**config.mk**
```make
export PLATFORM = sky130hd
export DESIGN_NAME = action_arbiter
export DESIGN_NICKNAME = d
export VERILOG_FILES = /design/src/rtl/action_arb_pkg.sv /design/src/rtl/action_arbiter_edge.sv /design/src/rtl/action_arbiter.sv
export SDC_FILE = /design/constraint.sdc
export NUM_CORES = 1
export LEC_CHECK = 0
export ABC_AREA = 1
export BUFFER_PORTS_ARGS = -buffer_cell sky130_fd_sc_hd__buf_2
export CAP_MARGIN = 10
export CORE_ASPECT_RATIO = 1.4
export CORE_MARGIN = 10
export CORE_UTILIZATION = 53
export CTS_CLUSTER_SIZE = 8
export DETAILED_ROUTE_END_ITERATION = 6
export PLACE_DENSITY_LB_ADDON = 0.15
export SYNTH_ARGS = -nofsm -noshare
export SYNTH_HDL_FRONTEND = slang
export SYNTH_SLANG_ARGS = --single-unit
```
**constraint.sdc**
```tcl
create_clock -name clk -period 1.7 [get_ports clk]
set_clock_uncertainty 0.1 [all_clocks]
set_input_delay 0.34 -clock clk [delete_from_list [all_inputs] [get_ports clk]]
set_output_delay 0.34 -clock clk [all_outputs]
set_load 0.02 [all_outputs]
```
**src/rtl/action_arb_pkg.sv**
```systemverilog
// Shared definitions for the action arbiter: command codes, FSM encoding,
// pending-bit layout and the fixed-priority winner selection.
package action_arb_pkg;

    typedef enum logic [2:0] {
        CMD_NONE  = 3'd0,
        CMD_AWAKE = 3'd1,
        CMD_SLEEP = 3'd2,
        CMD_FEED  = 3'd3,
        CMD_PLAY  = 3'd4,
        CMD_GIRO  = 3'd5,
        CMD_TICK  = 3'd6
    } cmd_e;

    typedef enum logic [1:0] {
        ST_IDLE  = 2'd0,
        ST_ISSUE = 2'd1,
        ST_WAIT  = 2'd2,
        ST_COOL  = 2'd3
    } arb_state_e;

    localparam int PEND_W   = 5;
    localparam int PB_AWAKE = 0;
    localparam int PB_SLEEP = 1;
    localparam int PB_FEED  = 2;
    localparam int PB_PLAY  = 3;
    localparam int PB_GIRO  = 4;

    // AWAKE > SLEEP > FEED > PLAY > GIRO > TICK
    function automatic cmd_e pick_winner(input logic [PEND_W-1:0] pend, input logic tick);
        if (pend[PB_AWAKE])     return CMD_AWAKE;
        else if (pend[PB_SLEEP]) return CMD_SLEEP;
        else if (pend[PB_FEED])  return CMD_FEED;
        else if (pend[PB_PLAY])  return CMD_PLAY;
        else if (pend[PB_GIRO])  return CMD_GIRO;
        else if (tick)           return CMD_TICK;
        return CMD_NONE;
    endfunction

    function automatic logic [PEND_W-1:0] cmd_mask(input cmd_e c);
        case (c)
            CMD_AWAKE: return 5'b00001;
            CMD_SLEEP: return 5'b00010;
            CMD_FEED:  return 5'b00100;
            CMD_PLAY:  return 5'b01000;
            CMD_GIRO:  return 5'b10000;
            default:   return 5'b00000;
        endcase
    endfunction

endpackage

```
**src/rtl/action_arbiter_edge.sv**
```systemverilog
// Registered rising-edge detector; the first clock after reset only loads
// the history so inputs already high at release do not count as edges.
module action_edge (
    input  logic clk,
    input  logic rst,
    input  logic d_i,
    output logic rise_o
);
    logic hist_q;
    logic primed_q;

    always_ff @(posedge clk or negedge rst) begin
        if (!rst) begin
            hist_q   <= 1'b0;
            primed_q <= 1'b0;
        end else begin
            hist_q   <= d_i;
            primed_q <= 1'b1;
        end
    end

    assign rise_o = primed_q & d_i & ~hist_q;

endmodule

```
**src/rtl/action_arbiter.sv**
```systemverilog
// Fixed-priority command arbiter feeding the pet FSM (IDLE/ISSUE/WAIT/COOLDOWN).
// Define ACTION_ARB_TEST_EN to enable the botonTest/pulseTest TICK burst.
module action_arbiter
    import action_arb_pkg::*;
#(
    parameter int COOLDOWN = 4,
    parameter int TIMEOUT  = 20
) (
    input  logic       clk,
    input  logic       rst,
    input  logic       botonSleep,
    input  logic       botonAwake,
    input  logic       botonFeed,
    input  logic       botonPlay,
    input  logic       giro,
    input  logic       botonTest,
    input  logic [3:0] pulseTest,
    input  logic       core_busy,
    input  logic       core_death,
    output logic       cmd_valid,
    output logic [2:0] cmd_code,
    output logic [4:0] pending,
    output logic [1:0] arb_state,
    output logic       drop_pulse,
    output logic       timeout_err
);
    localparam int WAIT_W = (TIMEOUT > 0) ? $clog2(TIMEOUT + 1) : 1;
    localparam int CD_W   = (COOLDOWN > 0) ? $clog2(COOLDOWN + 1) : 1;
    localparam logic [WAIT_W-1:0] WAIT_LAST = WAIT_W'((TIMEOUT > 0) ? TIMEOUT - 1 : 0);
    localparam logic [CD_W-1:0]   CD_LAST   = CD_W'((COOLDOWN > 0) ? COOLDOWN - 1 : 0);

    logic [PEND_W-1:0] req;
    logic [PEND_W-1:0] rise;
    logic              test_rise;
    arb_state_e        state_q, state_d;
    cmd_e              win_q, win_d;
    logic [WAIT_W-1:0] wait_cnt_q, wait_cnt_d;
    logic [CD_W-1:0]   cd_cnt_q, cd_cnt_d;
    logic              timeout_q, timeout_d;
    logic [PEND_W-1:0] pend_q, pend_d;
    logic              drop_q, drop_d;
    logic              tick_nz;
    logic              issuing;

    assign req = {giro, botonPlay, botonFeed, botonSleep, botonAwake};

    for (genvar i = 0; i < PEND_W; i++) begin : g_edge
        action_edge u_edge (.clk(clk), .rst(rst), .d_i(req[i]), .rise_o(rise[i]));
    end
    action_edge u_edge_test (.clk(clk), .rst(rst), .d_i(botonTest), .rise_o(test_rise));

    assign issuing = (state_q == ST_ISSUE) && !core_death;

`ifdef ACTION_ARB_TEST_EN
    logic [3:0] tick_q, tick_d;

    // A new botonTest edge overrides the decrement of a TICK grant in the same cycle
    always_comb begin
        tick_d = tick_q;
        if (core_death) begin
            tick_d = '0;
        end else begin
            if (issuing && win_q == CMD_TICK && tick_q != '0) tick_d = tick_q - 4'd1;
            if (test_rise && pulseTest != '0) tick_d = pulseTest;
        end
    end

    always_ff @(posedge clk or negedge rst) begin
        if (!rst) tick_q <= '0;
        else      tick_q <= tick_d;
    end

    assign tick_nz = (tick_q != '0);
`else
    logic unused_test;
    assign unused_test = &{1'b0, test_rise, pulseTest};
    assign tick_nz     = 1'b0;
`endif

    // The winner is cleared before edges are applied, so its own edge re-arms it without a drop
    always_comb begin
        pend_d = pend_q;
        drop_d = 1'b0;
        if (core_death) begin
            pend_d = '0;
        end else begin
            if (issuing) pend_d = pend_q & ~cmd_mask(win_q);
            for (int i = 0; i < PEND_W; i++) begin
                if (rise[i]) begin
                    if (pend_d[i]) drop_d = 1'b1;
                    pend_d[i] = 1'b1;
                end
            end
        end
    end

    always_ff @(posedge clk or negedge rst) begin
        if (!rst) begin
            pend_q <= '0;
            drop_q <= 1'b0;
        end else begin
            pend_q <= pend_d;
            drop_q <= drop_d;
        end
    end

    always_ff @(posedge clk or negedge rst) begin
        if (!rst) begin
            state_q    <= ST_IDLE;
            win_q      <= CMD_NONE;
            wait_cnt_q <= '0;
            cd_cnt_q   <= '0;
            timeout_q  <= 1'b0;
        end else begin
            state_q    <= state_d;
            win_q      <= win_d;
            wait_cnt_q <= wait_cnt_d;
            cd_cnt_q   <= cd_cnt_d;
            timeout_q  <= timeout_d;
        end
    end

    always_comb begin
        state_d    = state_q;
        win_d      = win_q;
        wait_cnt_d = wait_cnt_q;
        cd_cnt_d   = cd_cnt_q;
        timeout_d  = timeout_q;
        if (core_death) begin
            state_d    = ST_IDLE;
            wait_cnt_d = '0;
            cd_cnt_d   = '0;
        end else begin
            case (state_q)
                ST_IDLE: begin
                    if (|pend_q || tick_nz) begin
                        state_d = ST_ISSUE;
                        win_d   = pick_winner(pend_q, tick_nz);
                    end
                end
                ST_ISSUE: begin
                    state_d    = ST_WAIT;
                    wait_cnt_d = '0;
                end
                ST_WAIT: begin
                    if (!core_busy) begin
                        state_d  = ST_COOL;
                        cd_cnt_d = '0;
                    end else if (wait_cnt_q == WAIT_LAST) begin
                        timeout_d = 1'b1;
                        state_d   = ST_COOL;
                        cd_cnt_d  = '0;
                    end else begin
                        wait_cnt_d = wait_cnt_q + 1'b1;
                    end
                end
                ST_COOL: begin
                    if (cd_cnt_q == CD_LAST) state_d = ST_IDLE;
                    else                     cd_cnt_d = cd_cnt_q + 1'b1;
                end
                default: state_d = ST_IDLE;
            endcase
        end
    end

    always_comb begin
        cmd_valid = issuing;
        cmd_code  = issuing ? win_q : CMD_NONE;
        arb_state = state_q;
    end

    assign pending     = pend_q;
    assign drop_pulse  = drop_q;
    assign timeout_err = timeout_q;

endmodule

```
==> flow_results.xml, run 1 <==
<?xml version="1.0" encoding="UTF-8"?>
<metrics>
  <group name="place">
    <metric name="buffer_ports.inserted" unit="">21</metric>
    <metric name="gp_congestion" unit="">0.867</metric>
    <metric name="detailed_place_hpwl" unit="µm">2150</metric>
  </group>
  <group name="die">
    <metric name="die-area" unit="µm²">4950</metric>
    <metric name="initial_core_util" unit="%">55.8</metric>
    <metric name="core_area" unit="µm²">2390</metric>
    <metric name="number_of_core_rows" unit="">21</metric>
    <metric name="die_y" unit="µm">79.4</metric>
    <metric name="die_width" unit="µm">62.4</metric>
    <metric name="io_pins" unit="">27</metric>
  </group>
  <group name="drt">
    <metric name="antenna_violating_nets_post_route" unit="">0</metric>
    <metric name="drt_pass1_iterations" unit="">4</metric>
    <metric name="drt_first_iter_violations" unit="">19</metric>
    <metric name="vias_per_cell" unit="">5.11</metric>
    <metric name="postRouteWirelength" unit="µm">2950</metric>
    <metric name="detail_route.drc_violations" unit="">0</metric>
    <metric name="detailroute.via_count" unit="">1155</metric>
    <metric name="routedWlPerCell" unit="µm">13.1</metric>
  </group>
  <group name="yosys">
    <metric name="mappedNetlistArea" unit="µm²">1340</metric>
    <metric name="fraction_of_registers_with_async_set_reset" unit="%">100</metric>
    <metric name="yosysSeqAreaShare" unit="%">48.7</metric>
    <metric name="synth.most_common_cell" unit="">dfrtp_1</metric>
    <metric name="edff_count_synth" unit="">0</metric>
    <metric name="netlist.area_leader.share" unit="%">48.7</metric>
    <metric name="syn_avg_cell_area" unit="µm²">8.61</metric>
    <metric name="ys_warn_count" unit="">0</metric>
    <metric name="post_synth_main_area_contributors" unit="">dfrtp_1, nand3_1, ha_1</metric>
    <metric name="dominantRegCellSynth" unit="">dfrtp_1</metric>
    <metric name="top_post_synthesis_cells_by_count" unit="">dfrtp_1, nand3_1, nor2_1</metric>
    <metric name="syn_nets" unit="">176</metric>
    <metric name="synth_top_area_cell" unit="">dfrtp_1</metric>
    <metric name="netlist-cell-type-count" unit="">23</metric>
    <metric name="synthCells" unit="">155</metric>
    <metric name="synth_seq_cells" unit="">26</metric>
  </group>
  <group name="critical_path">
    <metric name="worst_r2r_path_depth" unit="">7</metric>
    <metric name="path_class" unit="">reg2out</metric>
    <metric name="worstSetupStartpoint" unit="">arb_state[1]</metric>
    <metric name="timing.critical_path.from_type" unit="">flip-flop</metric>
    <metric name="timing.critical_path.max_delay_family" unit="">flip-flops</metric>
    <metric name="worstPathArrival" unit="ps">1440</metric>
    <metric name="crit_top_cell" unit="">inv_2</metric>
    <metric name="crit_cells" unit="">7</metric>
    <metric name="required_time_worst_endpoint" unit="ps">1260</metric>
    <metric name="ff2ff_setup_slack" unit="ps">90</metric>
    <metric name="type_of_destination_of_the_critical_path" unit="">output pin</metric>
    <metric name="crit-reg2reg-launch" unit="">arb_state[0]</metric>
    <metric name="timing.critical_path.cells" unit="">inv_2 -&gt; ha_4 -&gt; inv_2 -&gt; nor2_4 -&gt; inv_2 -&gt; nor2_4 -&gt; buf_6</metric>
    <metric name="cpMaxStageDelayCell" unit="">dfrtp_2</metric>
    <metric name="critPathBufInv" unit="">4</metric>
    <metric name="cp_slowest_stage_delay" unit="ps">440</metric>
    <metric name="worstReg2RegEnd" unit="">wait_cnt_q[4]</metric>
    <metric name="worst-path-max-fanout" unit="">5</metric>
    <metric name="crit_path_end" unit="">cmd_code[1]</metric>
  </group>
  <group name="cts">
    <metric name="cts.clk_slew.worst_paths" unit="ps">140</metric>
    <metric name="cts_buffer_depth" unit="">2</metric>
    <metric name="cts.sinks" unit="">26</metric>
    <metric name="clock_latency" unit="ps">330</metric>
    <metric name="cts_made_buffers" unit="">3</metric>
    <metric name="cts_htree_levels" unit="">1</metric>
    <metric name="tritoncts_clock_tree" unit="">done</metric>
    <metric name="cts-root-buf" unit="">clkbuf_4</metric>
  </group>
  <group name="global_routing">
    <metric name="total_track_usage" unit="%">11.9</metric>
    <metric name="global_route_wire_length_before_repair" unit="µm">4910</metric>
    <metric name="antenna_found_initial" unit="">0</metric>
    <metric name="pin_count_of_the_biggest_net_entering_global_routing" unit="">27</metric>
    <metric name="overflow" unit="">0</metric>
    <metric name="number_of_global_route_vias_before_repair" unit="">1221</metric>
  </group>
  <group name="timing">
    <metric name="max_freq" unit="MHz">532</metric>
    <metric name="setup_slack" unit="ps">-179</metric>
    <metric name="finalMaxSlewViolations" unit="">0</metric>
    <metric name="grt_setup_unrepaired" unit="">true</metric>
    <metric name="report.final.setup_viol" unit="">4</metric>
    <metric name="period_needed" unit="ps">1880</metric>
    <metric name="finalSetupTns" unit="ps">-613</metric>
    <metric name="layout_worst_path_cycle_share" unit="%">111</metric>
    <metric name="hold_violations" unit="">0</metric>
    <metric name="worst-slew-pin-transition" unit="ps">574</metric>
    <metric name="slew_headroom" unit="%">61.8</metric>
  </group>
  <group name="power">
    <metric name="fin_total_pwr" unit="µW">1930</metric>
    <metric name="power.static_leakage" unit="µW">0.000831</metric>
    <metric name="vdd_drop_max" unit="mV">0.776</metric>
    <metric name="power.density_cell_area" unit="nW/µm²">1140</metric>
  </group>
  <group name="worst_hold_path">
    <metric name="hold_crit_class" unit="">in2reg</metric>
  </group>
  <group name="run_status">
    <metric name="status" unit="">finished, violations left</metric>
    <metric name="failed_checks" unit="">negative setup slack</metric>
  </group>
  <group name="cells_and_area">
    <metric name="antenna_cells" unit="">0</metric>
    <metric name="register_area" unit="µm²">653</metric>
    <metric name="fill_cells" unit="">190</metric>
    <metric name="final_nets" unit="">214</metric>
    <metric name="area_overhead_of_the_layout_relative_to_synthesis" unit="%">26.5</metric>
    <metric name="final_layout_size_suffix_gt1_share" unit="%">25.5</metric>
    <metric name="multi_input_comb_area" unit="µm²">629</metric>
  </group>
  <group name="run">
    <metric name="max_cap_viol_count" unit="">0</metric>
  </group>
</metrics>
[worst reg2reg max path, cell delays in order, from the launching register on]
cell and delay, ps:
dfrtp_2 480, ha_4 180, buf_4 120, buf_4 130, a21oi_2 260, nand2_1 110, nand3_1 90, nand2_1 50
[final cells by class]
class	count	share of cell area, %
tap	34	2.52
clock inverter	1	1.78
sequential	26	38.7
timing repair buffer	34	14.2
inverter	19	4.22
clock buffer	3	1.33
multi-input combinational	109	37.3
[state kept, by name, summed over array words and instances, names as in the netlist]
register / count
g_edge.u_edge.hist_q: 5
pending: 5
wait_cnt_q: 5
cd_cnt_q: 3
win_q: 3
arb_state: 2
drop_pulse: 1
g_edge.u_edge.primed_q: 1
timeout_err: 1
[where the power goes]
group	internal, µW	switching [µW]
clock	239	188
sequential	697	76.9
combinational	296	435
total	1230	700
[placed cells by master (no fill, tap or decap), drive strengths merged]
| cell | instances |
|---|---|
| xnor2 | 1 |
| o21bai | 2 |
| a22oi | 1 |
| conb | 1 |
| ha | 7 |
| a21oi | 8 |
| o211ai | 1 |
| nand3 | 26 |
| clkbuf | 3 |
| dlygate4sd3 | 5 |
| nor2 | 25 |
| o31ai | 1 |
| o21ai | 10 |
| buf | 29 |
| xor2 | 2 |
| bufinv | 1 |
| nand4 | 1 |
| dfrtp | 26 |
| nand2 | 23 |
| inv | 19 |
[timing repair]
item                                    4_1_cts  5_1_grt
hold endpoints to repair                     26        4
endpoints found under the setup margin        4        6
setup buffers                                 3        3
pin swaps                                     2        0
gates resized for setup                       7        2
hold buffers                                  1        4
[cell families after synthesis]
logic type	after synthesis	share of synthesized area (%)
simple gates	75	25.8
flops	26	48.7
compound gates	23	10.5
buf+inv	20	6.19
fa+ha+maj	7	6.56
xor+xnor	3	1.97
other cells	1	0.281
[worst min-delay path by stage]
| stage | start | end | cells after the start |
|---|---|---|---|
| finish | botonPlay | g_edge[3].u_edge.hist_q | 1 |
| global route | botonPlay | g_edge[3].u_edge.hist_q | 1 |
| CTS | botonFeed | g_edge[2].u_edge.hist_q | 1 |
| detailed placement | rst | pending[3] | 1 |
| global placement | rst | g_edge[3].u_edge.hist_q | 1 |
| floorplan | rst | arb_state[0] | 0 |
[per-stage QoR]
stage	std cells	setup WS [ps]	utilization [%]	hold slack, ps	cell area [µm²]
floorplan	155	23.8	-	-55.6	1370
global placement	211	101	63.4	259	1520
detailed placement	211	73.7	63.4	273	1520
CTS	219	-168	67.8	4.30	1620
global route	226	-261	70.6	2.74	1690
finish	226	-179	70.6	18.3	1690
[per-layer routing]
| metal | global-route usage [%] | wire, µm | part of all wire (%) | vias up |
|---|---|---|---|---|
| met3 | 2.95 | 142 | 4.8 | 7 |
| met5 | 0 | 0 | 0 | - |
| met2 | 24.5 | 1670 | 57 | 22 |
| li1 | - | - | - | 578 |
| met4 | 5.61 | 74 | 2.5 | 0 |
| met1 | 10.4 | 1060 | 36 | 548 |
No activity file was read; power rests on OpenSTA's default activity.
==> inputs of run 2 (changes only) <==
==> constraint.sdc (replaced) <==
create_clock -name clk -period 2.1 [get_ports clk]
set_clock_uncertainty 0.1 [all_clocks]
set_input_delay 0.42 -clock clk [delete_from_list [all_inputs] [get_ports clk]]
set_output_delay 0.42 -clock clk [all_outputs]
set_load 0.02 [all_outputs]
==> run 2 against run 1 <==
Effect of this change:
- the flow now finishes without violations
- sequential cell count unchanged
- global-route usage is 0.99 points lower
- final area down 5.2%
- register-to-register slack gained 190 ps
- clock power is 20% lower
- via count is 2.4% lower
- sequential power down 20%
- critical path type unchanged
- largest cell class unchanged
==> flow_results.xml, run 2 (synthesized netlist as in run 1, its figures left out) <==
<?xml version="1.0" encoding="UTF-8"?>
<metrics>
  <group name="run">
    <metric name="max_cap_viol_count" unit="">0</metric>
  </group>
  <group name="die">
    <metric name="die_y" unit="µm">79.4</metric>
    <metric name="io_pins" unit="">27</metric>
    <metric name="die_width" unit="µm">62.4</metric>
    <metric name="initial_core_util" unit="%">55.8</metric>
    <metric name="die-area" unit="µm²">4950</metric>
    <metric name="number_of_core_rows" unit="">21</metric>
    <metric name="core_area" unit="µm²">2390</metric>
  </group>
  <group name="timing">
    <metric name="grt_setup_unrepaired" unit="">false</metric>
    <metric name="period_needed" unit="ps">2020</metric>
    <metric name="layout_worst_path_cycle_share" unit="%">96.0</metric>
    <metric name="hold_violations" unit="">0</metric>
    <metric name="finalSetupTns" unit="ps">0</metric>
    <metric name="max_freq" unit="MHz">496</metric>
    <metric name="report.final.setup_viol" unit="">0</metric>
    <metric name="slew_headroom" unit="%">61.7</metric>
    <metric name="finalMaxSlewViolations" unit="">0</metric>
    <metric name="worst-slew-pin-transition" unit="ps">574</metric>
  </group>
  <group name="drt">
    <metric name="detailroute.via_count" unit="">1127</metric>
    <metric name="detail_route.drc_violations" unit="">0</metric>
    <metric name="drt_pass1_iterations" unit="">6</metric>
    <metric name="drt_first_iter_violations" unit="">35</metric>
    <metric name="vias_per_cell" unit="">5.15</metric>
    <metric name="routedWlPerCell" unit="µm">12.5</metric>
    <metric name="postRouteWirelength" unit="µm">2740</metric>
    <metric name="antenna_violating_nets_post_route" unit="">0</metric>
  </group>
  <group name="global_routing">
    <metric name="number_of_global_route_vias_before_repair" unit="">1181</metric>
    <metric name="total_track_usage" unit="%">10.9</metric>
    <metric name="pin_count_of_the_biggest_net_entering_global_routing" unit="">27</metric>
    <metric name="global_route_wire_length_before_repair" unit="µm">4570</metric>
    <metric name="antenna_found_initial" unit="">0</metric>
    <metric name="overflow" unit="">0</metric>
  </group>
  <group name="place">
    <metric name="detailed_place_hpwl" unit="µm">2140</metric>
    <metric name="buffer_ports.inserted" unit="">21</metric>
    <metric name="gp_congestion" unit="">0.797</metric>
    <metric name="placed_cell_count" unit="">209</metric>
  </group>
  <group name="power">
    <metric name="fin_total_pwr" unit="µW">1500</metric>
    <metric name="power.density_cell_area" unit="nW/µm²">934</metric>
    <metric name="vdd_drop_max" unit="mV">0.531</metric>
    <metric name="power.static_leakage" unit="µW">0.000797</metric>
  </group>
  <group name="cts">
    <metric name="cts_htree_levels" unit="">1</metric>
    <metric name="cts.sinks" unit="">26</metric>
    <metric name="cts_buffer_depth" unit="">2</metric>
    <metric name="cts.clk_slew.worst_paths" unit="ps">140</metric>
    <metric name="clock_latency" unit="ps">320</metric>
    <metric name="cts-root-buf" unit="">clkbuf_4</metric>
    <metric name="cts_made_buffers" unit="">3</metric>
    <metric name="tritoncts_clock_tree" unit="">done</metric>
  </group>
  <group name="critical_path">
    <metric name="worstPathArrival" unit="ps">1500</metric>
    <metric name="ff2ff_setup_slack" unit="ps">280</metric>
    <metric name="path_class" unit="">reg2out</metric>
    <metric name="type_of_destination_of_the_critical_path" unit="">output pin</metric>
    <metric name="timing.critical_path.from_type" unit="">flip-flop</metric>
    <metric name="worst-path-max-fanout" unit="">8</metric>
    <metric name="required_time_worst_endpoint" unit="ps">1580</metric>
  </group>
  <group name="cells_and_area">
    <metric name="layout.core_utilization" unit="%">67.0</metric>
    <metric name="area_overhead_of_the_layout_relative_to_synthesis" unit="%">20.0</metric>
    <metric name="finish.cell_count_without_fillers" unit="">219</metric>
    <metric name="mostFrequentLayoutCell" unit="">dfrtp_1</metric>
    <metric name="fill_cells" unit="">207</metric>
    <metric name="top_library_cells_by_usage_in_the_layout_fill_and_taps_aside" unit="">dfrtp_1, nand3_1, nand2_1, nor2_1, buf_2</metric>
    <metric name="final_nets" unit="">207</metric>
    <metric name="final_layout_size_suffix_gt1_share" unit="%">23.8</metric>
    <metric name="antenna_cells" unit="">0</metric>
  </group>
  <group name="worst_hold_path">
    <metric name="hold_crit_class" unit="">in2reg</metric>
  </group>
  <group name="run_status">
    <metric name="status" unit="">finished, final reports clean</metric>
  </group>
</metrics>
run 2: cell types whose count changed in the layout (fill, tap and decap cells not counted), sizes merged:
cell	before	now
buf	29	26
dlygate4sd3	5	1
run 2: layout make-up:
type / count / area [µm²] / area share, %
clock buffer: 3 / 22.5 / 1.41
clock inverter: 1 / 30.0 / 1.87
inverter: 19 / 71.3 / 4.45
multi-input combinational: 109 / 622 / 38.8
sequential: 26 / 652 / 40.7
tap: 34 / 42.5 / 2.66
timing repair buffer: 27 / 161 / 10.1
run 2: path summary, 6_finish.rpt:
| kind | startpoint | end | depth (start not counted) |
|---|---|---|---|
| worst max-delay path | arb_state[1] | cmd_code[2] | 7 |
| worst min-delay path | botonAwake | g_edge[0].u_edge.hist_q | 1 |
| worst max register to register | arb_state[0] | wait_cnt_q[3] | 8 |
| worst min register to register | timeout_err | timeout_err | 1 |
| max in group asynchronous | rst | arb_state[0] | 2 |
| min in group asynchronous | rst | g_edge[4].u_edge.hist_q | 2 |
run 2: timing repair:
item | 4_1_cts | 5_1_grt
pin swaps | 0 | 3
setup endpoints to repair | 3 | 3
resized for setup | 0 | 11
setup buffers | 1 | 4
hold buffers | 1 | 0
endpoints found under the hold margin | 26 | 0
run 2: metal layers:
layer | track usage, % | wire, µm
met1 | 9.63 | 1100
met3 | 3.09 | 133
met5 | 0 | 0
met2 | 22.3 | 1480
met4 | 4.48 | 30
run 2: per-stage QoR:
step / hold WS (ps) / instance area (µm²) / setup slack [ps]
global placement: 340 / 1470 / 379
global route: 77.9 / 1600 / 1.59
detailed placement: 348 / 1470 / 319
CTS: 101 / 1540 / 1.78
finish: 106 / 1600 / 84.7
floorplan: 24.4 / 1340 / 182
run 2: critical path: stages, from the launching register on:
cell and delay [ps]:
dfrtp_1 420, inv_2 80, ha_4 130, inv_2 40
nor2_4 170, inv_2 80, nor2_1 110, buf_4 150
run 2: report_power, final:
group | total, µW | switching (µW) | internal (µW)
clock network | 341 | 148 | 193
registers | 621 | 57.8 | 564
logic | 534 | 332 | 202
total | 1500 | 538 | 959
==> inputs of run 3 (changes only) <==
--- a/config.mk
+++ b/config.mk
@@ -6,7 +6,7 @@
 export NUM_CORES = 1
 export LEC_CHECK = 0
 export ABC_AREA = 1
-export BUFFER_PORTS_ARGS = -buffer_cell sky130_fd_sc_hd__buf_2
+export BUFFER_PORTS_ARGS = -buffer_cell sky130_fd_sc_hd__buf_4
 export CAP_MARGIN = 10
 export CORE_ASPECT_RATIO = 1.4
 export CORE_MARGIN = 10
==> run 3 against run 2 <==
Effect of this change:
- critical path depth unchanged
- sequential power down 0.6%
- sequential cell count unchanged
- utilization up 1.8 points
- first-iteration DRC count up 34%
- clock-buffer cell count up 1
- final area up 2.7%
- hold slack better by 19 ps
- clock power down 28%
- register-to-register slack about the same
- via count down 0.80%
- critical path type unchanged
==> flow_results.xml, run 3 (synthesized netlist as in run 1, its figures left out) <==
<?xml version="1.0" encoding="UTF-8"?>
<metrics>
  <group name="critical_path">
    <metric name="worstReg2RegEnd" unit="">wait_cnt_q[4]</metric>
    <metric name="required_time_worst_endpoint" unit="ps">1580</metric>
    <metric name="cp_slowest_stage_delay" unit="ps">410</metric>
    <metric name="path_class" unit="">reg2out</metric>
    <metric name="worst-path-max-fanout" unit="">8</metric>
    <metric name="worstPathArrival" unit="ps">1480</metric>
    <metric name="crit_path_end" unit="">cmd_code[2]</metric>
    <metric name="type_of_destination_of_the_critical_path" unit="">output pin</metric>
    <metric name="timing.critical_path.from_type" unit="">flip-flop</metric>
    <metric name="crit-reg2reg-launch" unit="">arb_state[0]</metric>
    <metric name="timing.critical_path.cells" unit="">inv_2 -&gt; ha_4 -&gt; inv_1 -&gt; nor2_4 -&gt; inv_2 -&gt; nor2_4 -&gt; buf_6</metric>
    <metric name="cpMaxStageDelayCell" unit="">dfrtp_1</metric>
    <metric name="worstSetupStartpoint" unit="">arb_state[1]</metric>
    <metric name="ff2ff_setup_slack" unit="ps">270</metric>
    <metric name="worst_r2r_path_depth" unit="">8</metric>
  </group>
  <group name="place">
    <metric name="dpl_cell_area" unit="µm²">1520</metric>
    <metric name="detailed_place_hpwl" unit="µm">2180</metric>
    <metric name="buffer_ports.inserted" unit="">21</metric>
    <metric name="gp_congestion" unit="">0.852</metric>
    <metric name="pre_cts_slack" unit="ps">325</metric>
    <metric name="placed_cell_count" unit="">209</metric>
  </group>
  <group name="cells_and_area">
    <metric name="final_layout_size_suffix_gt1_share" unit="%">23.7</metric>
    <metric name="finish.cell_count_without_fillers" unit="">220</metric>
    <metric name="mostFrequentLayoutCell" unit="">dfrtp_1</metric>
    <metric name="antenna_cells" unit="">0</metric>
    <metric name="final_nets" unit="">208</metric>
    <metric name="area_overhead_of_the_layout_relative_to_synthesis" unit="%">23.2</metric>
    <metric name="fill_cells" unit="">215</metric>
    <metric name="finalInstanceArea" unit="µm²">1650</metric>
    <metric name="top_library_cells_by_usage_in_the_layout_fill_and_taps_aside" unit="">dfrtp_1, buf_4, nand3_1, nand2_1, nor2_1</metric>
    <metric name="layout.core_utilization" unit="%">68.8</metric>
  </group>
  <group name="timing">
    <metric name="period_needed" unit="ps">2000</metric>
    <metric name="report.final.setup_viol" unit="">0</metric>
    <metric name="layout_worst_path_cycle_share" unit="%">95.4</metric>
    <metric name="finalSetupTns" unit="ps">0</metric>
    <metric name="max_freq" unit="MHz">499</metric>
    <metric name="setup_slack" unit="ps">97.4</metric>
    <metric name="hold_violations" unit="">0</metric>
    <metric name="finalMaxSlewViolations" unit="">0</metric>
  </group>
  <group name="cts">
    <metric name="cts-root-buf" unit="">clkbuf_4</metric>
    <metric name="cts_made_buffers" unit="">3</metric>
    <metric name="cts.sinks" unit="">26</metric>
    <metric name="cts.clk_slew.worst_paths" unit="ps">140</metric>
    <metric name="tritoncts_clock_tree" unit="">done</metric>
    <metric name="cts_buffer_depth" unit="">2</metric>
    <metric name="cts_htree_levels" unit="">1</metric>
    <metric name="clock_latency" unit="ps">310</metric>
  </group>
  <group name="worst_hold_path">
    <metric name="hold_crit_class" unit="">in2reg</metric>
  </group>
  <group name="run_status">
    <metric name="status" unit="">finished, final reports clean</metric>
  </group>
  <group name="global_routing">
    <metric name="antenna_found_initial" unit="">0</metric>
    <metric name="pin_count_of_the_biggest_net_entering_global_routing" unit="">27</metric>
    <metric name="global_route_wire_length_before_repair" unit="µm">4860</metric>
    <metric name="overflow" unit="">0</metric>
    <metric name="total_track_usage" unit="%">11.5</metric>
    <metric name="number_of_global_route_vias_before_repair" unit="">1184</metric>
  </group>
  <group name="drt">
    <metric name="drt_pass1_iterations" unit="">4</metric>
    <metric name="postRouteWirelength" unit="µm">2740</metric>
    <metric name="antenna_violating_nets_post_route" unit="">0</metric>
    <metric name="detail_route.drc_violations" unit="">0</metric>
    <metric name="drt_first_iter_violations" unit="">47</metric>
    <metric name="routedWlPerCell" unit="µm">12.5</metric>
    <metric name="detailroute.via_count" unit="">1118</metric>
    <metric name="vias_per_cell" unit="">5.08</metric>
  </group>
  <group name="power">
    <metric name="power.density_cell_area" unit="nW/µm²">871</metric>
    <metric name="power.static_leakage" unit="µW">0.000805</metric>
    <metric name="vdd_drop_max" unit="mV">0.468</metric>
  </group>
  <group name="die">
    <metric name="die_width" unit="µm">62.4</metric>
    <metric name="io_pins" unit="">27</metric>
    <metric name="die_y" unit="µm">79.4</metric>
    <metric name="die-area" unit="µm²">4950</metric>
    <metric name="core_area" unit="µm²">2390</metric>
    <metric name="initial_core_util" unit="%">55.8</metric>
    <metric name="number_of_core_rows" unit="">21</metric>
  </group>
  <group name="run">
    <metric name="max_cap_viol_count" unit="">0</metric>
  </group>
</metrics>
## run 3: cell count changes in the layout (fill, tap and decap cells not counted), sizes merged
cell	previous run	this run
bufinv	1	0
clkbuf	3	4
buf	26	27
## run 3: where the power goes
part | total (µW) | leakage, µW | internal, µW | switching (µW)
Combinational | 572 | 0.000447 | 235 | 337
Clock | 244 | 0.0000210 | 106 | 138
Sequential | 617 | 0.000337 | 561 | 55.4
Total | 1430 | 0.000805 | 902 | 531
## run 3: how the worst min path moves through the flow
stage,startpoint,end,cells after the start
floorplan,rst,arb_state[0],0
global placement,rst,g_edge[3].u_edge.hist_q,1
detailed placement,rst,g_edge[4].u_edge.hist_q,1
CTS,giro,g_edge[4].u_edge.hist_q,1
global route,giro,g_edge[4].u_edge.hist_q,1
finish,giro,g_edge[4].u_edge.hist_q,1
## run 3: worst max-delay path, delay by kind of cell (launching register included)
kind | cells | cell delay (ps)
DFF | 1 | 410
buffers and inverters | 4 | 340
and+or+nand+nor | 2 | 300
adders and majority gates | 1 | 120
## run 3: stage by stage
stage               hold slack [ps]  total power (µW)
detailed placement              245              1100
global route                   87.2              1550
CTS                             115              1360
global placement                241              1080
floorplan                      24.4               942
finish                          125              1430
## run 3: timing repair
action	CTS	global route
hold buffers	1	0
buffers inserted	1	5
resized for setup	0	9
endpoints found under the hold margin	26	0
setup endpoints to repair	3	3
pin swaps	0	2
## run 3: cell type report
| type | instances | area [µm²] | area share, % |
|---|---|---|---|
| flip-flops and latches | 26 | 651 | 39.5 |
| multi-input cells | 109 | 624 | 37.9 |
| repair buffers | 28 | 220 | 13.4 |
| inverters | 19 | 71.3 | 4.33 |
| well taps | 34 | 42.5 | 2.59 |
| clock buffers | 4 | 36.3 | 2.21 |
## run 3: routing by layer
metal	wire [µm]	vias up	global-route usage (%)	part of all wire [%]
met5	0	-	0	0
met4	46	0	4.26	1.7
met3	111	4	2.39	4.0
met2	1500	24	23.4	55
met1	1090	524	11.1	40
li1	-	566	-	-
